<file path="src/rtl/hexdecode_2dig_monitor_if.sv">
// Segment-bus and result-handshake bundle for the two-digit display loopback monitor.
// The master side drives the segments and consumer controls; the slave side is the monitor.
interface hexdecode_2dig_monitor_if;
    logic [6:0] hex1;
    logic [6:0] hex0;
    logic       out_ready;
    logic       err_clr;
    logic [4:0] binary;
    logic       out_valid;
    logic       blank;
    logic       code_err;
    logic       range_err;
    logic       overrun;

    modport master (
        output hex1, hex0, out_ready, err_clr,
        input  binary, out_valid, blank, code_err, range_err, overrun
    );

    modport slave (
        input  hex1, hex0, out_ready, err_clr,
        output binary, out_valid, blank, code_err, range_err, overrun
    );
endinterface

</file>
<file path="src/rtl/hexdecode_2dig_monitor.sv">
// Watches the two active-low 7-segment digit buses, waits for a stable pattern and
// decodes it back to a 0..31 value delivered over valid/ready, with sticky error flags.
module hexdecode_2dig_monitor #(
    parameter int STABLE_CYCLES = 4
) (
    input  logic                           clk,
    input  logic                           reset,
    hexdecode_2dig_monitor_if.slave        bus
);

    localparam logic [7:0]  STABLE_MAX = 8'(STABLE_CYCLES);
    localparam logic [7:0]  STABLE_PRE = 8'(STABLE_CYCLES - 1);
    localparam logic [13:0] BLANK_PAIR = 14'h3FFF;

    // Returns {legal, digit}; only the ten exact digit glyphs are legal.
    function automatic logic [4:0] decodeDigit(input logic [6:0] seg);
        logic [4:0] r;
        case (seg)
            7'b1000000: r = 5'b1_0000;
            7'b1111001: r = 5'b1_0001;
            7'b0100100: r = 5'b1_0010;
            7'b0110000: r = 5'b1_0011;
            7'b0011001: r = 5'b1_0100;
            7'b0010010: r = 5'b1_0101;
            7'b0000010: r = 5'b1_0110;
            7'b1111000: r = 5'b1_0111;
            7'b0000000: r = 5'b1_1000;
            7'b0011000: r = 5'b1_1001;
            default:    r = 5'b0_0000;
        endcase
        return r;
    endfunction

    logic [13:0] sample_q, sample_d;
    logic [7:0]  cnt_q, cnt_d;
    logic [4:0]  binary_q, binary_d;
    logic        valid_q, valid_d;
    logic        blank_q, blank_d;
    logic        codeErr_q, codeErr_d;
    logic        rangeErr_q, rangeErr_d;
    logic        overrun_q, overrun_d;
    logic [4:0]  last_q, last_d;
    logic        lastFull_q, lastFull_d;

    logic [13:0] patIn;
    logic        patMatch;
    logic        accept;
    logic [4:0]  tensDec;
    logic [4:0]  unitsDec;
    logic [6:0]  value;
    logic        bothLegal;
    logic        inRange;
    logic        push;
    logic        codeSet;
    logic        rangeSet;
    logic        overSet;

    always_comb begin
        patIn     = {bus.hex1, bus.hex0};
        patMatch  = (patIn == sample_q);
        sample_d  = patIn;
        if (!patMatch) begin
            cnt_d = '0;
        end else if (cnt_q >= STABLE_MAX) begin
            cnt_d = STABLE_MAX;
        end else begin
            cnt_d = cnt_q + 8'd1;
        end
        // Fires only on the edge the count reaches the threshold, so a held pattern accepts once.
        accept    = patMatch && (cnt_q == STABLE_PRE);
        tensDec   = decodeDigit(patIn[13:7]);
        unitsDec  = decodeDigit(patIn[6:0]);
        bothLegal = tensDec[4] && unitsDec[4];
        value     = 7'(tensDec[3:0]) * 7'd10 + 7'(unitsDec[3:0]);
        inRange   = (value <= 7'd31);
    end

    always_comb begin
        blank_d    = blank_q;
        last_d     = last_q;
        lastFull_d = lastFull_q;
        binary_d   = binary_q;
        valid_d    = valid_q;
        codeSet    = 1'b0;
        rangeSet   = 1'b0;
        overSet    = 1'b0;
        push       = 1'b0;

        if (accept) begin
            if (patIn == BLANK_PAIR) begin
                blank_d    = 1'b1;
                lastFull_d = 1'b0;
            end else if (!bothLegal) begin
                codeSet = 1'b1;
                blank_d = 1'b0;
            end else if (!inRange) begin
                rangeSet = 1'b1;
            end else begin
                blank_d    = 1'b0;
                push       = !lastFull_q || (last_q != value[4:0]);
                last_d     = value[4:0];
                lastFull_d = 1'b1;
            end
        end

        // A push in the same cycle as a transfer replaces the consumed value without overrun.
        if (push) begin
            binary_d = value[4:0];
            valid_d  = 1'b1;
            overSet  = valid_q && !bus.out_ready;
        end else if (valid_q && bus.out_ready) begin
            valid_d = 1'b0;
        end

        codeErr_d  = (codeErr_q  && !bus.err_clr) || codeSet;
        rangeErr_d = (rangeErr_q && !bus.err_clr) || rangeSet;
        overrun_d  = (overrun_q  && !bus.err_clr) || overSet;
    end

    always_ff @(posedge clk or posedge reset) begin
        if (reset) begin
            sample_q   <= BLANK_PAIR;
            cnt_q      <= '0;
            binary_q   <= '0;
            valid_q    <= 1'b0;
            blank_q    <= 1'b0;
            codeErr_q  <= 1'b0;
            rangeErr_q <= 1'b0;
            overrun_q  <= 1'b0;
            last_q     <= '0;
            lastFull_q <= 1'b0;
        end else begin
            sample_q   <= sample_d;
            cnt_q      <= cnt_d;
            binary_q   <= binary_d;
            valid_q    <= valid_d;
            blank_q    <= blank_d;
            codeErr_q  <= codeErr_d;
            rangeErr_q <= rangeErr_d;
            overrun_q  <= overrun_d;
            last_q     <= last_d;
            lastFull_q <= lastFull_d;
        end
    end

    assign bus.binary    = binary_q;
    assign bus.out_valid = valid_q;
    assign bus.blank     = blank_q;
    assign bus.code_err  = codeErr_q;
    assign bus.range_err = rangeErr_q;
    assign bus.overrun   = overrun_q;

endmodule

</file>
<file path="src/flat_wrapper.sv">
// flat-port wrapper written by rule: the top's interface ports become plain ports
module hexdecode_2dig_monitor_flat 
#(
    parameter int STABLE_CYCLES = 4
)
  (clk, reset, bus_hex1, bus_hex0, bus_out_ready, bus_err_clr, bus_binary, bus_out_valid, bus_blank, bus_code_err, bus_range_err, bus_overrun);
  hexdecode_2dig_monitor_if bus_i ();
  input  logic clk;
  input  logic reset;
  input wire logic [$bits(bus_i.hex1)-1:0] bus_hex1;
  input wire logic [$bits(bus_i.hex0)-1:0] bus_hex0;
  input wire logic [$bits(bus_i.out_ready)-1:0] bus_out_ready;
  input wire logic [$bits(bus_i.err_clr)-1:0] bus_err_clr;
  output wire logic [$bits(bus_i.binary)-1:0] bus_binary;
  output wire logic [$bits(bus_i.out_valid)-1:0] bus_out_valid;
  output wire logic [$bits(bus_i.blank)-1:0] bus_blank;
  output wire logic [$bits(bus_i.code_err)-1:0] bus_code_err;
  output wire logic [$bits(bus_i.range_err)-1:0] bus_range_err;
  output wire logic [$bits(bus_i.overrun)-1:0] bus_overrun;
  assign bus_i.hex1 = bus_hex1;
  assign bus_i.hex0 = bus_hex0;
  assign bus_i.out_ready = bus_out_ready;
  assign bus_i.err_clr = bus_err_clr;
  assign bus_binary = bus_i.binary;
  assign bus_out_valid = bus_i.out_valid;
  assign bus_blank = bus_i.blank;
  assign bus_code_err = bus_i.code_err;
  assign bus_range_err = bus_i.range_err;
  assign bus_overrun = bus_i.overrun;
  hexdecode_2dig_monitor #(.STABLE_CYCLES(STABLE_CYCLES)) u_core (.clk(clk), .reset(reset), .bus(bus_i));
endmodule
</file>
<file path="config.mk">
export PLATFORM = sky130hd
export DESIGN_NAME = hexdecode_2dig_monitor_flat
export DESIGN_NICKNAME = d
export VERILOG_FILES = /design/src/rtl/hexdecode_2dig_monitor_if.sv /design/src/rtl/hexdecode_2dig_monitor.sv /design/src/flat_wrapper.sv
export SDC_FILE = /design/constraint.sdc
export NUM_CORES = 1
export LEC_CHECK = 0
export ABC_AREA = 1
export CELL_PAD_IN_SITES_DETAIL_PLACEMENT = 1
export CELL_PAD_IN_SITES_GLOBAL_PLACEMENT = 2
export CORE_ASPECT_RATIO = 1.5
export CORE_MARGIN = 2
export CORE_UTILIZATION = 35
export DETAILED_ROUTE_END_ITERATION = 10
export DONT_BUFFER_PORTS = 1
export PLACE_DENSITY_LB_ADDON = 0.1
export SLEW_MARGIN = 10
export SYNTH_ARGS = -nofsm -noshare
export SYNTH_HDL_FRONTEND = slang
export SYNTH_SLANG_ARGS = --single-unit
</file>
<file path="constraint.sdc">
create_clock -name clk -period 2.7 [get_ports clk]
set_input_delay 0.135 -clock clk [delete_from_list [all_inputs] [get_ports clk]]
set_output_delay 0.135 -clock clk [all_outputs]
set_load 0.03 [all_outputs]
</file>
### Word level (Yosys, flattened, before mapping)

Index checks and enable logic that the tools add are counted.

| word-level totals | value |
|---|---|
| register bits | 38 |
| output and inout port bits | 10 |

| cells by class | value |
|---|---|
| add/sub/neg operators | 2 |
| $mul | 1 |
| $lt $le $gt $ge | 2 |
| equal/unequal tests | 23 |
| multiplexer cells | 24 |
| bitwise operators | 1 |
| reductions and logical operators | 22 |

Operators with widths:

| operator | count |
|---|---|
| one-hot mux 5 bit (10 select lines) | 2 |
| == test 7 x 5 -> 1 bit, second input constant | 6 |
| == test 7 bit, second input constant | 6 |
| == test 7 x 6 -> 1 bit, second input constant | 4 |
| 2-to-1 mux 1 bit | 20 |
| 2-to-1 mux 8 bit | 2 |
| == test 14 bit | 1 |
| == test 14 bit, second input constant | 1 |
| == test 7 x 2 -> 1 bit, second input constant | 2 |
| logical NOT 7 bit | 2 |
| adder 8 x 1 -> 8 bit, second input constant | 1 |
| == test 8 x 2 -> 1 bit, second input constant | 1 |
| greater-or-equal comparator 8 x 3 -> 1 bit, second input constant | 1 |
| adder 7 x 4 -> 7 bit | 1 |
| less-or-equal comparator 7 x 5 -> 1 bit, second input constant | 1 |
| logical AND 1 bit | 7 |
| multiplier 4 x 3 -> 6 bit, second input constant | 1 |
| nonzero test 2 bit | 3 |
| != test 5 bit | 1 |
| logical OR 1 bit | 4 |
| AND reduction 4 bit | 1 |
| logical NOT 1 bit | 3 |
| != test 3 bit, second input constant | 1 |
| AND reduction 3 bit | 1 |
| 2 further kinds | 2 |

### Longest topological paths before layout

Gate-level depths: netlist of the first run.

| logic depth | value |
|---|---|
| depth after elaboration | 12 |
| depth in mapped cells | 22 |
| depth with buffers taken out | 22 |

### Worst setup path before layout of the first run

Ideal clock, no wire load.

| path | value |
|---|---|
| path type | input port to flip-flop |
| from | in bus_hex1[2] |
| to | reg u_core.binary_q[0], in the netlist u_core.bus.binary[0] |
| library setup time | 0.119 ns |
| arrival time | 2.262 ns |
| path slack | 0.319 ns |
| stages on the path | 17 |
| cell sequence | inv_1 nand2_1 nor2_1 and2_1 nor2_1 nand4_1 ha_1 ha_1 a21oi_1 nand3_1 and2_1 nor2_1 nor2_1 nand2_1 nand3_4 nand2_1 nand2_1 |

| between the ends | value |
|---|---|
| longest elaborated chain between the ends | 10 |
| elaborated cells between the ends (all ways) | 24 |

RTL lines:

| item | line | RTL |
|---|---|---|
| start, declared | flat_wrapper.sv:10 | `input wire logic [$bits(bus_i.hex1)-1:0] bus_hex1;` |
| branches (longest 9 deep; another with adder 7 x 4 -> 7 bit) | n/a |  |
| 2-to-1 mux 1 bit (*) | hexdecode_2dig_monitor.sv:89 | `if (accept) begin` |
| end signal, assigned | hexdecode_2dig_monitor.sv:135 | `binary_q <= binary_d;` |
| end, declared | hexdecode_2dig_monitor.sv:36 | `logic [4:0] binary_q, binary_d;` |

Mark *: on every way between the ends.
A chain may end at the register's enable or synchronous reset.

### Worst setup path in the final report of the first run

| path | value |
|---|---|
| from | in bus_hex1[4] |
| to | reg u_core.last_q[3] |

| between the ends | value |
|---|---|
| longest elaborated chain between the ends | 6 |
| elaborated cells between the ends (all ways) | 20 |

RTL lines:

| item | line | RTL |
|---|---|---|
| == test 7 x 5 -> 1 bit (tied with other cells) | hexdecode_2dig_monitor.sv:18 | `case (seg)` |
| one-hot mux 5 bit (10 select lines) | hexdecode_2dig_monitor.sv:18 |  |
| multiplier 4 x 3 -> 6 bit | hexdecode_2dig_monitor.sv:74 | `value = 7'(tensDec[3:0]) * 7'd10 + 7'(unitsDec[3:0]);` |
| adder 7 x 4 -> 7 bit | hexdecode_2dig_monitor.sv:74 |  |
| less-or-equal comparator 7 x 5 -> 1 bit | hexdecode_2dig_monitor.sv:75 | `inRange = (value <= 7'd31);` |
| AND reduction 4 bit (no line) | n/a |  |
| end signal, assigned | hexdecode_2dig_monitor.sv:141 | `last_q <= last_d;` |
| end, declared | hexdecode_2dig_monitor.sv:42 | `logic [4:0] last_q, last_d;` |

Parallel ways exist; a longest one is shown, timed or not.

==> results of run 1 <==
==> area by class of cell <==
cell class	count	area share
inverters	55	0.07193
repair buffers	27	0.08370
well taps	78	0.03400
multi-input cells	247	0.4411
flip-flops and latches	38	0.3374
clock buffers	7	0.03008
clock inverters	1	0.001744
==> sequential cells by signal (all words and copies together) (netlist names) <==
| name | flops |
|---|---|
| u_core.bus.blank | 1 |
| u_core.bus.out_valid | 1 |
| u_core.cnt_q | 8 |
| u_core.bus.range_err | 1 |
| u_core.bus.code_err | 1 |
| u_core.sample_q | 14 |
| u_core.bus.binary | 5 |
| u_core.lastFull_q | 1 |
| u_core.bus.overrun | 1 |
| u_core.last_q | 5 |
==> path summary, 6_finish.rpt <==
path / end / depth (start not counted)
min reg2reg: u_core.cnt_q[0] / 1
max in group asynchronous: u_core.sample_q[7] / 2
min: u_core.cnt_q[1] / 1
max reg2reg: u_core.last_q[3] / 11
max: u_core.last_q[3] / 16
min in group clk: u_core.bus.overrun / 3
==> metal layers <==
| layer | GRT usage | vias up | wire length (um) |
|---|---|---|---|
| met5 | 0 | - | 0 |
| met4 | 0.07547 | 0 | 176 |
| met3 | 0.03223 | 9 | 187 |
| met2 | 0.3247 | 26 | 3350 |
| met1 | 0.1975 | 1026 | 2461 |
| li1 | - | 1102 | - |
==> logic make-up after synthesis <==
group,synth area share
flops,0.3996
other cells,0.001547
fa+ha+maj,0.05782
simple gates,0.3996
compound gates,0.03820
xor+xnor,0.01807
buf+inv,0.08518
==> power groups by stage <==
stage | logic (uW) | registers, uW | clock network [uW]
floorplan | 82.2 | 607 | 0
global placement | 113 | 608 | 0
detailed placement | 115 | 609 | 0
CTS | 135 | 598 | 442
global route | 151 | 600 | 457
finish | 131 | 598 | 412
==> what timing repair did <==
action                                  CTS  global route
hold endpoints to repair                 15             0
hold buffers                             15             0
gates resized for setup                   0             1
setup buffers                             0             0
endpoints found under the setup margin    0             1
==> metrics by stage <==
| step | instance area [um2] | power [uW] | hold WS (ps) | util | instances |
|---|---|---|---|---|---|
| after floorplan | 2439 | 689.3 | 139.5 | - | 340 |
| after global placement | 2626 | 721.2 | 139.8 | 0.3859 | 430 |
| after detailed placement | 2626 | 724.1 | 139.7 | 0.3859 | 430 |
| after CTS | 2868 | 1174 | 7.378 | 0.4214 | 453 |
| after global routing | 2870 | 1208 | 27.14 | 0.4218 | 453 |
| final | 2870 | 1142 | 10.37 | 0.4218 | 453 |
==> layout by cell type, fill, tap and decap left out, types with 2 or more instances in the layout <==
cell / count
nand2_2: 4
conb_1: 5
nand4_1: 10
clkbuf_8: 6
buf_4: 12
xnor2_1: 3
nor2_1: 41
a21oi_1: 4
or2_2: 2
fa_1: 2
xor2_1: 2
o21ai_0: 4
nand3_1: 17
and2_1: 2
nor2_2: 2
inv_2: 7
dfstp_2: 14
dlygate4sd3_1: 15
nand2_1: 116
o21ai_1: 2
ha_1: 8
inv_1: 48
nor3_1: 9
o21ai_2: 4
nand3_2: 2
dfrtp_1: 24
==> key figures, run 1 <==
Logic synthesis
  • Top post-synthesis cells by area: dfrtp_1 25%, nand2_1 18%, dfstp_2 15%, inv_1 7.4%, nor2_1 6.4%
  • Ys flop type: dfrtp_1
  • Leading area contributor after synthesis: dfrtp_1
  • Yosys reg bits: 38
  • Async set-or-reset flop fraction in the synthesized netlist: 1.000
  • Cell area after synthesis: 2424 um2
  • Seq/Total Area, Yosys: 0.3996
  • Synth Instances: 336
  • Yosys top cell area share: 0.2478
  • Mean Syn Cell Area: 7.213 um2
  • Post-synth EDFFs: 0
  • Commonest cells post-synth: 117 x nand2_1, 48 x inv_1, 41 x nor2_1
  • Synth Warn #: 0
  • Netlist cell types: 31
  • Count leader, synth: nand2_1

Global route
  • Gr usage total: 0.1780
  • Grt ovf: 0
  • Initial antenna violation count: 0
  • Pin count of the biggest net entering global routing: 30
  • First-pass GRT wire length: 10530 um
  • Vias in the first global route: 2384

Setup path
  • Reg-to-reg critical path startpoint: u_core.sample_q[1]
  • Crit Path Class: in -> reg
  • Crit path DAT: 2550 ps
  • CP delay by family, top: simple AND/OR/NAND/NOR gates
  • Register-to-Register Setup Slack: 730 ps
  • Critical path, cell by cell: nand2_1 > nor2_1 > and2_1 > nor2_1 > nand4_1 > ha_1 > ha_1 > nand2_1 > a21oi_1 > nand2_1 > nand3_1 > nand3_2 > inv_2 > nand2_8 > nand2_1 > o21ai_2
  • Crit-path most repeated cell: nand2_1
  • Max stage delay on crit path: 340 ps
  • CP Capture Type: flip-flop
  • WP data required: 2890 ps
  • Buffers & Inverters on Critical Path: 1
  • Crit path launch type: input pin
  • Slowest stage cell on the critical path: ha_1
  • Setup crit start: bus_hex1[4]
  • Max Fanout on Critical Path: 10

Timing
  • Period Utilization, post-route: 0.8740
  • Final critical-path required period: 2360 ps
  • Setup TNS: 0 ps
  • Final setup vio count: 0
  • RSZ-0062 raised after global routing: no
  • Slew headroom: 0.2653
  • Hold Fails Final Rpt: 0
  • Clk_skew: 4.077 ps
  • Fin. max-slew vios: 0
  • Worst-Margin Slew: 1101 ps
  • Final WS setup: 340.1 ps
  • F_max: 423.8 MHz

CTS
  • TritonCTS clock tree: yes
  • Longest Clk Path Bufs: 2
  • H-tree depth: 2
  • Clk Latency, worst-skew pair: 290 ps
  • CTS Sinks: 38
  • Total CTS buffers: 5
  • Clock Root Buffer: clkbuf_8
  • Clk pin slew, worst setup/hold paths: 80 ps

Floorplan
  • Die Span X: 71.95 um
  • Core area: 6805 um2
  • I/O pins: 28
  • Initial cell density of the core: 0.3561
  • Die area: 7620 um2
  • Die height: 105.9 um
  • # rows: 37

Power
  • Max VDD drop: 236.9 uV
  • Switch Pwr: 290.7 uW
  • Combinational Power Share: 0.115
  • Pleak: 0.001554 uW
  • Power per Cell Area: 397.8 nW/um2
  • Switch share: 0.2546
  • Flop pwr share: 0.524
  • Clk network pwr share: 0.361
  • Pint: 851.1 uW

Finish
  • Final net count: 402
  • Multi-input logic area: 1266 um2
  • N_diodes: 0
  • Fraction of layout cells with a size suffix above 1: 0.1600
  • Fill cells: 869
  • Register area: 968.4 um2
  • Area grow syn2layout: 18.43%

Route
  • Via count: 2163
  • Wire per inst: 13.63 um
  • Total Routed Length: 6175 um
  • Drt via density: 4.775
  • First-pass detailed-route iteration total: 4
  • Initial DRC count: 51
  • # DRC: 0
  • Post-DRT Antenna Nets: 0

Placement
  • Pre-CTS setup slack: -60.04 ps
  • GPL Wtd Cong: 0.7847
  • DP HPWL: 4893 um
  • Port Buf Inserts: 0

Flow run
  • Max-cap violations: 0

Hold path
  • Hold crit path type: in -> async

Status
  • Status: completed
Power figures use the tool's default switching activity.
==> run 2, diff against run 1 <==
==> constraint.sdc (replaced) <==
create_clock -name clk -period 3 [get_ports clk]
set_input_delay 0.15 -clock clk [delete_from_list [all_inputs] [get_ports clk]]
set_output_delay 0.15 -clock clk [all_outputs]
set_load 0.03 [all_outputs]
==> run 2 against run 1 <==
Net effect: first-iteration DRC count decreased by 31%; final cell count decreased by 2.0%; cell area decreased by 2.5%; core utilization decreased by 1.1 points; clock skew increased by 6.0 ps; routed wire length decreased by 1.9%; global-route usage increased by 0.19 points; non-clock buffer count decreased by 9; critical path depth unchanged; combinational power decreased by 14%; total power decreased by 12%; register-to-register slack improved by 340 ps; largest cell class unchanged; largest power group unchanged; highest routed layer unchanged.
==> key figures, run 2 (synthesis gave the netlist of run 1 again) <==
Global route
  • Vias in the first global route: 2336
  • First-pass GRT wire length: 10660 um
  • Gr usage total: 0.1799
  • Initial antenna violation count: 0
  • Pin count of the biggest net entering global routing: 30
  • Grt ovf: 0

Setup path
  • Crit path DAT: 2690 ps
  • CP Capture Type: flip-flop
  • WP data required: 3190 ps
  • Max Fanout on Critical Path: 8
  • Crit path launch type: input pin
  • Crit Path Class: in -> reg

Hold path
  • Hold crit path type: in -> reg

Timing
  • Clk_skew: 10.10 ps
  • F_max: 400.3 MHz
  • RSZ-0062 raised after global routing: no
  • Hold Fails Final Rpt: 0
  • Final critical-path required period: 2498 ps
  • WHS: 37.08 ps
  • Period Utilization, post-route: 0.8327
  • Slew headroom: 0.2789
  • Final setup vio count: 0
  • Fin. max-slew vios: 0
  • Setup TNS: 0 ps
  • Worst-Margin Slew: 1075 ps

CTS
  • CTS Sinks: 38
  • CTS hold repair buffers: 15
  • Clk Latency, worst-skew pair: 290 ps
  • Post_cts resized: 0
  • Clk pin slew, worst setup/hold paths: 80 ps
  • Total CTS buffers: 5
  • Post-CTS setup buffers: 0
  • Clock Root Buffer: clkbuf_8
  • TritonCTS clock tree: yes
  • Longest Clk Path Bufs: 2
  • H-tree depth: 2

Route
  • Top layer in use: met4
  • Initial DRC count: 35
  • Total Routed Length: 6058 um
  • Via count: 2142
  • Post-DRT Antenna Nets: 0
  • Wire per inst: 13.64 um
  • Drt via density: 4.824
  • Met1 wire length: 2497 um
  • Metal2 WL: 3236 um
  • # DRC: 0
  • First-pass detailed-route iteration total: 4
  • Met3 WL post-DR: 168 um

Finish
  • N_diodes: 0
  • Max reg flops: 14
  • Layout Cells excl Fill: 444
  • Most common cell after layout, fill and taps aside: nand2_1
  • Biggest register: u_core.sample_q
  • Fill cells: 876
  • Fraction of layout cells with a size suffix above 1: 0.1339
  • Most frequent cells in the layout: 117 x nand2_1, 47 x inv_1, 41 x nor2_1
  • Area grow syn2layout: 15.44%
  • Final net count: 393
  • Top flop regs: u_core.sample_q: 14 flops, u_core.cnt_q: 8 flops

Floorplan
  • # rows: 37
  • I/O pins: 28
  • Die Span X: 71.95 um
  • Core area: 6805 um2
  • Initial cell density of the core: 0.3561
  • Die area: 7620 um2
  • Die height: 105.9 um

Flow run
  • Max-cap violations: 0

Status
  • Status: completed

Power
  • Pleak: 0.001504 uW
  • Power per Cell Area: 359.4 nW/um2
  • Final Total Pwr: 1006 uW
  • Max VDD drop: 195.9 uV

Placement
  • DP HPWL: 4836 um
  • Placed Instances: 420
  • GPL Wtd Cong: 0.8210
  • Port Buf Inserts: 0
run 2: worst max-delay path, stage by stage:
cell and delay (ps):
nand2_1 100, nor2_1 70, and2_1 150, nor2_1 150, nand4_1 160, ha_1 310, ha_1 330, a21oi_1 210
nand3_1 140, and2_1 220, nor2_1 90, nor2_1 50, nand2_1 270, nand3_4 120, nand2_1 70, nand2_1 60
run 2: where the power goes:
| group | internal (uW) | switching [uW] | total [uW] |
|---|---|---|---|
| combinational | 44.2 | 68.6 | 113 |
| clock | 164 | 190 | 354 |
| sequential | 533 | 5.81 | 538 |
run 2: metal layers:
metal / vias up / track usage
met3: 8 / 0.03033
li1: 1090 / -
met2: 29 / 0.3181
met5: - / 0
met1: 1015 / 0.2117
met4: 0 / 0.07278
run 2: path summary, 6_finish.rpt:
check                                   startpoint                   end  slack, ps  depth (start not counted)
worst max register to register  u_core.sample_q[1]      u_core.last_q[4]       1070                         11
min in group asynchronous                    reset  u_core.bus.out_valid        440                          2
worst max-delay path                   bus_hex1[4]  u_core.bus.binary[0]        500                         16
max in group asynchronous                    reset   u_core.sample_q[12]       1860                          3
worst min register to register     u_core.cnt_q[0]       u_core.cnt_q[0]        470                          1
worst min-delay path                   bus_err_clr    u_core.bus.overrun         40                          3
run 2: final cells by class:
class                           instances  area, um2  share of cell area
Clock buffer                            6      72.57             0.02594
Multi-Input combinational cell        247       1264              0.4517
Timing Repair Buffer                   18      175.2             0.06261
Tap cell                               78      97.59             0.03488
Sequential cell                        38      968.4              0.3462
Clock inverter                          2      13.76            0.004920
Inverter                               55      206.4             0.07379
run 2: metrics by stage:
step / setup WS (ps) / util / area [um2]
global placement: 200.1 / 0.3749 / 2551
detailed placement: 139.4 / 0.3749 / 2551
CTS: 473.3 / 0.4096 / 2788
finish: 501.8 / 0.4111 / 2798
floorplan: 603.6 / - / 2439
global route: 272.4 / 0.4111 / 2798
==> run 3, diff against run 2 <==
==> constraint.sdc (replaced) <==
create_clock -name clk -period 2.5 [get_ports clk]
set_input_delay 0.125 -clock clk [delete_from_list [all_inputs] [get_ports clk]]
set_output_delay 0.125 -clock clk [all_outputs]
set_load 0.03 [all_outputs]
==> run 3 against run 2 <==
Net effect: die area did not move; total power rose by 46%; core utilization rose by 5.1 points; largest power group is now clock.
==> key figures, run 3 (synthesis gave the netlist of run 1 again) <==
Setup path
  • Crit Path Class: in -> reg
  • Crit path DAT: 2460 ps
  • WP data required: 2690 ps
  • Crit-path most repeated cell: nand2_1
  • Max Fanout on Critical Path: 7
  • Slowest stage cell on the critical path: fa_1
  • Max stage delay on crit path: 450 ps
  • Crit path launch type: input pin
  • Register-to-Register Setup Slack: 590 ps
  • CP Capture Type: flip-flop
  • Critical path, cell by cell: inv_1 > nand2_1 > nor2_2 > nand2_1 > nand2_1 > inv_1 > nand2_1 > ha_1 > ha_1 > fa_1 > xnor2_1 > nand3_2 > clkinv_4 > nand3_4 > nand2_1 > nand2_1

Timing
  • Final WS setup: 229.0 ps
  • Clk_skew: 6.098 ps
  • Final critical-path required period: 2271 ps
  • Worst-Margin Slew: 506.4 ps
  • Hold Fails Final Rpt: 0
  • Final setup vio count: 0
  • Period Utilization, post-route: 0.9084
  • WHS: 19.03 ps
  • F_max: 440.3 MHz
  • Fin. max-slew vios: 0
  • Slew headroom: 0.6598

Finish
  • Biggest register: u_core.sample_q
  • Multi-input logic area: 1297 um2
  • Most common cell after layout, fill and taps aside: nand2_1
  • Max reg flops: 14
  • Most frequent cells in the layout: 116 x nand2_1, 48 x inv_1, 37 x nor2_1
  • Finished Cell Area: 3143 um2
  • Register area: 968.4 um2
  • Top flop regs: u_core.sample_q: 14 flops, u_core.cnt_q: 8 flops
  • Fill cells: 883
  • Area grow syn2layout: 29.68%
  • N_diodes: 0
  • Fraction of layout cells with a size suffix above 1: 0.2231
  • Final Core Density: 0.4619
  • Final net count: 426

Power
  • Max VDD drop: 440.6 uV
  • Flop pwr share: 0.439
  • Power per Cell Area: 468.2 nW/um2
  • Pleak: 0.001696 uW
  • Final Total Pwr: 1472 uW
  • Switch Pwr: 330.2 uW
  • Combinational Power Share: 0.113
  • Pint: 1141 uW
  • Clk network pwr share: 0.448
  • Switch share: 0.2244

Floorplan
  • Initial cell density of the core: 0.3561
  • Die area: 7620 um2
  • I/O pins: 28
  • Die height: 105.9 um
  • # rows: 37
  • Core area: 6805 um2
  • Die Span X: 71.95 um

Global route
  • Grt ovf: 0
  • Gr usage total: 0.1839
  • First-pass GRT wire length: 10760 um
  • Vias in the first global route: 2447
  • Pin count of the biggest net entering global routing: 39
  • Initial antenna violation count: 0

CTS
  • Longest Clk Path Bufs: 2
  • Clock Root Buffer: clkbuf_8
  • H-tree depth: 2
  • Total CTS buffers: 5
  • Clk Latency, worst-skew pair: 300 ps
  • Clk pin slew, worst setup/hold paths: 80 ps
  • TritonCTS clock tree: yes
  • CTS Sinks: 38

Route
  • Via count: 2290
  • # DRC: 0
  • Total Routed Length: 6393 um
  • Post-DRT Antenna Nets: 0
  • Wire per inst: 13.40 um
  • First-pass detailed-route iteration total: 4
  • Initial DRC count: 40
  • Drt via density: 4.801

Flow run
  • Max-cap violations: 0

Placement
  • GPL Wtd Cong: 0.7668
  • Pre-CTS setup slack: -301.4 ps
  • Area after DPL: 2791 um2
  • Port Buf Inserts: 0
  • DP HPWL: 5043 um

Hold path
  • Hold crit path type: in -> reg

Status
  • Status: completed
[run 3: cell count changes in the layout (fill, tap and decap cells not counted), sizes merged]
| cell | previous run | this run |
|---|---|---|
| clkinv | 3 | 1 |
| buf | 2 | 34 |
| dlygate4sd3 | 16 | 17 |
| bufinv | 0 | 2 |
[run 3: worst max-delay path: cells and delay by family]
kind          cells  cell delay (ps)
xor+xnor          1              210
buf+inv           3              280
fa+ha+maj         3              910
simple gates      9              940
[run 3: final timing paths]
kind,from,to,depth (start not counted)
setup / recovery,bus_hex1[2],u_core.bus.binary[0],16
hold / removal,bus_out_ready,u_core.bus.overrun,3
setup reg to reg,u_core.sample_q[4],u_core.last_q[1],11
hold reg to reg,u_core.cnt_q[0],u_core.cnt_q[0],1
max in group asynchronous,reset,u_core.sample_q[1],3
min in group asynchronous,reset,u_core.bus.range_err,3
[run 3: area by class of cell]
cell class | instances | share of cell area
Multi-Input combinational cell | 247 | 0.4128
Sequential cell | 38 | 0.3081
Timing Repair Buffer | 51 | 0.1354
Inverter | 55 | 0.06728
Tap cell | 78 | 0.03105
Clock buffer | 6 | 0.02627
Clock inverter | 2 | 0.01911
[run 3: per-stage QoR]
stage	cells	setup TNS, ps
global route	477	-25.54
finish	477	0
global placement	452	-1916
floorplan	340	0
CTS	477	0
detailed placement	452	-2803
[run 3: repair_timing]
item | CTS | global route
resized for setup | 0 | 10
hold buffers | 17 | 0
endpoints found under the setup margin | 0 | 12
hold endpoints to repair | 40 | 0
buffers inserted | 0 | 0
[run 3: power groups by stage]
stage / clock network [uW] / logic (uW) / registers (uW)
6_report: 659 / 166 / 646
5_1_grt: 705 / 189 / 648
4_1_cts: 680 / 166 / 646
3_5_place_dp: 0 / 142 / 658
3_3_place_gp: 0 / 140 / 656
2_1_floorplan: 0 / 88.8 / 656
[run 3: metal layers]
metal,up-vias,GRT usage,part of all wire
li1,1155,-,-
met1,1097,0.1973,0.39
met2,30,0.3446,0.56
met3,8,0.03507,0.030
met4,0,0.07143,0.020
met5,-,0,0
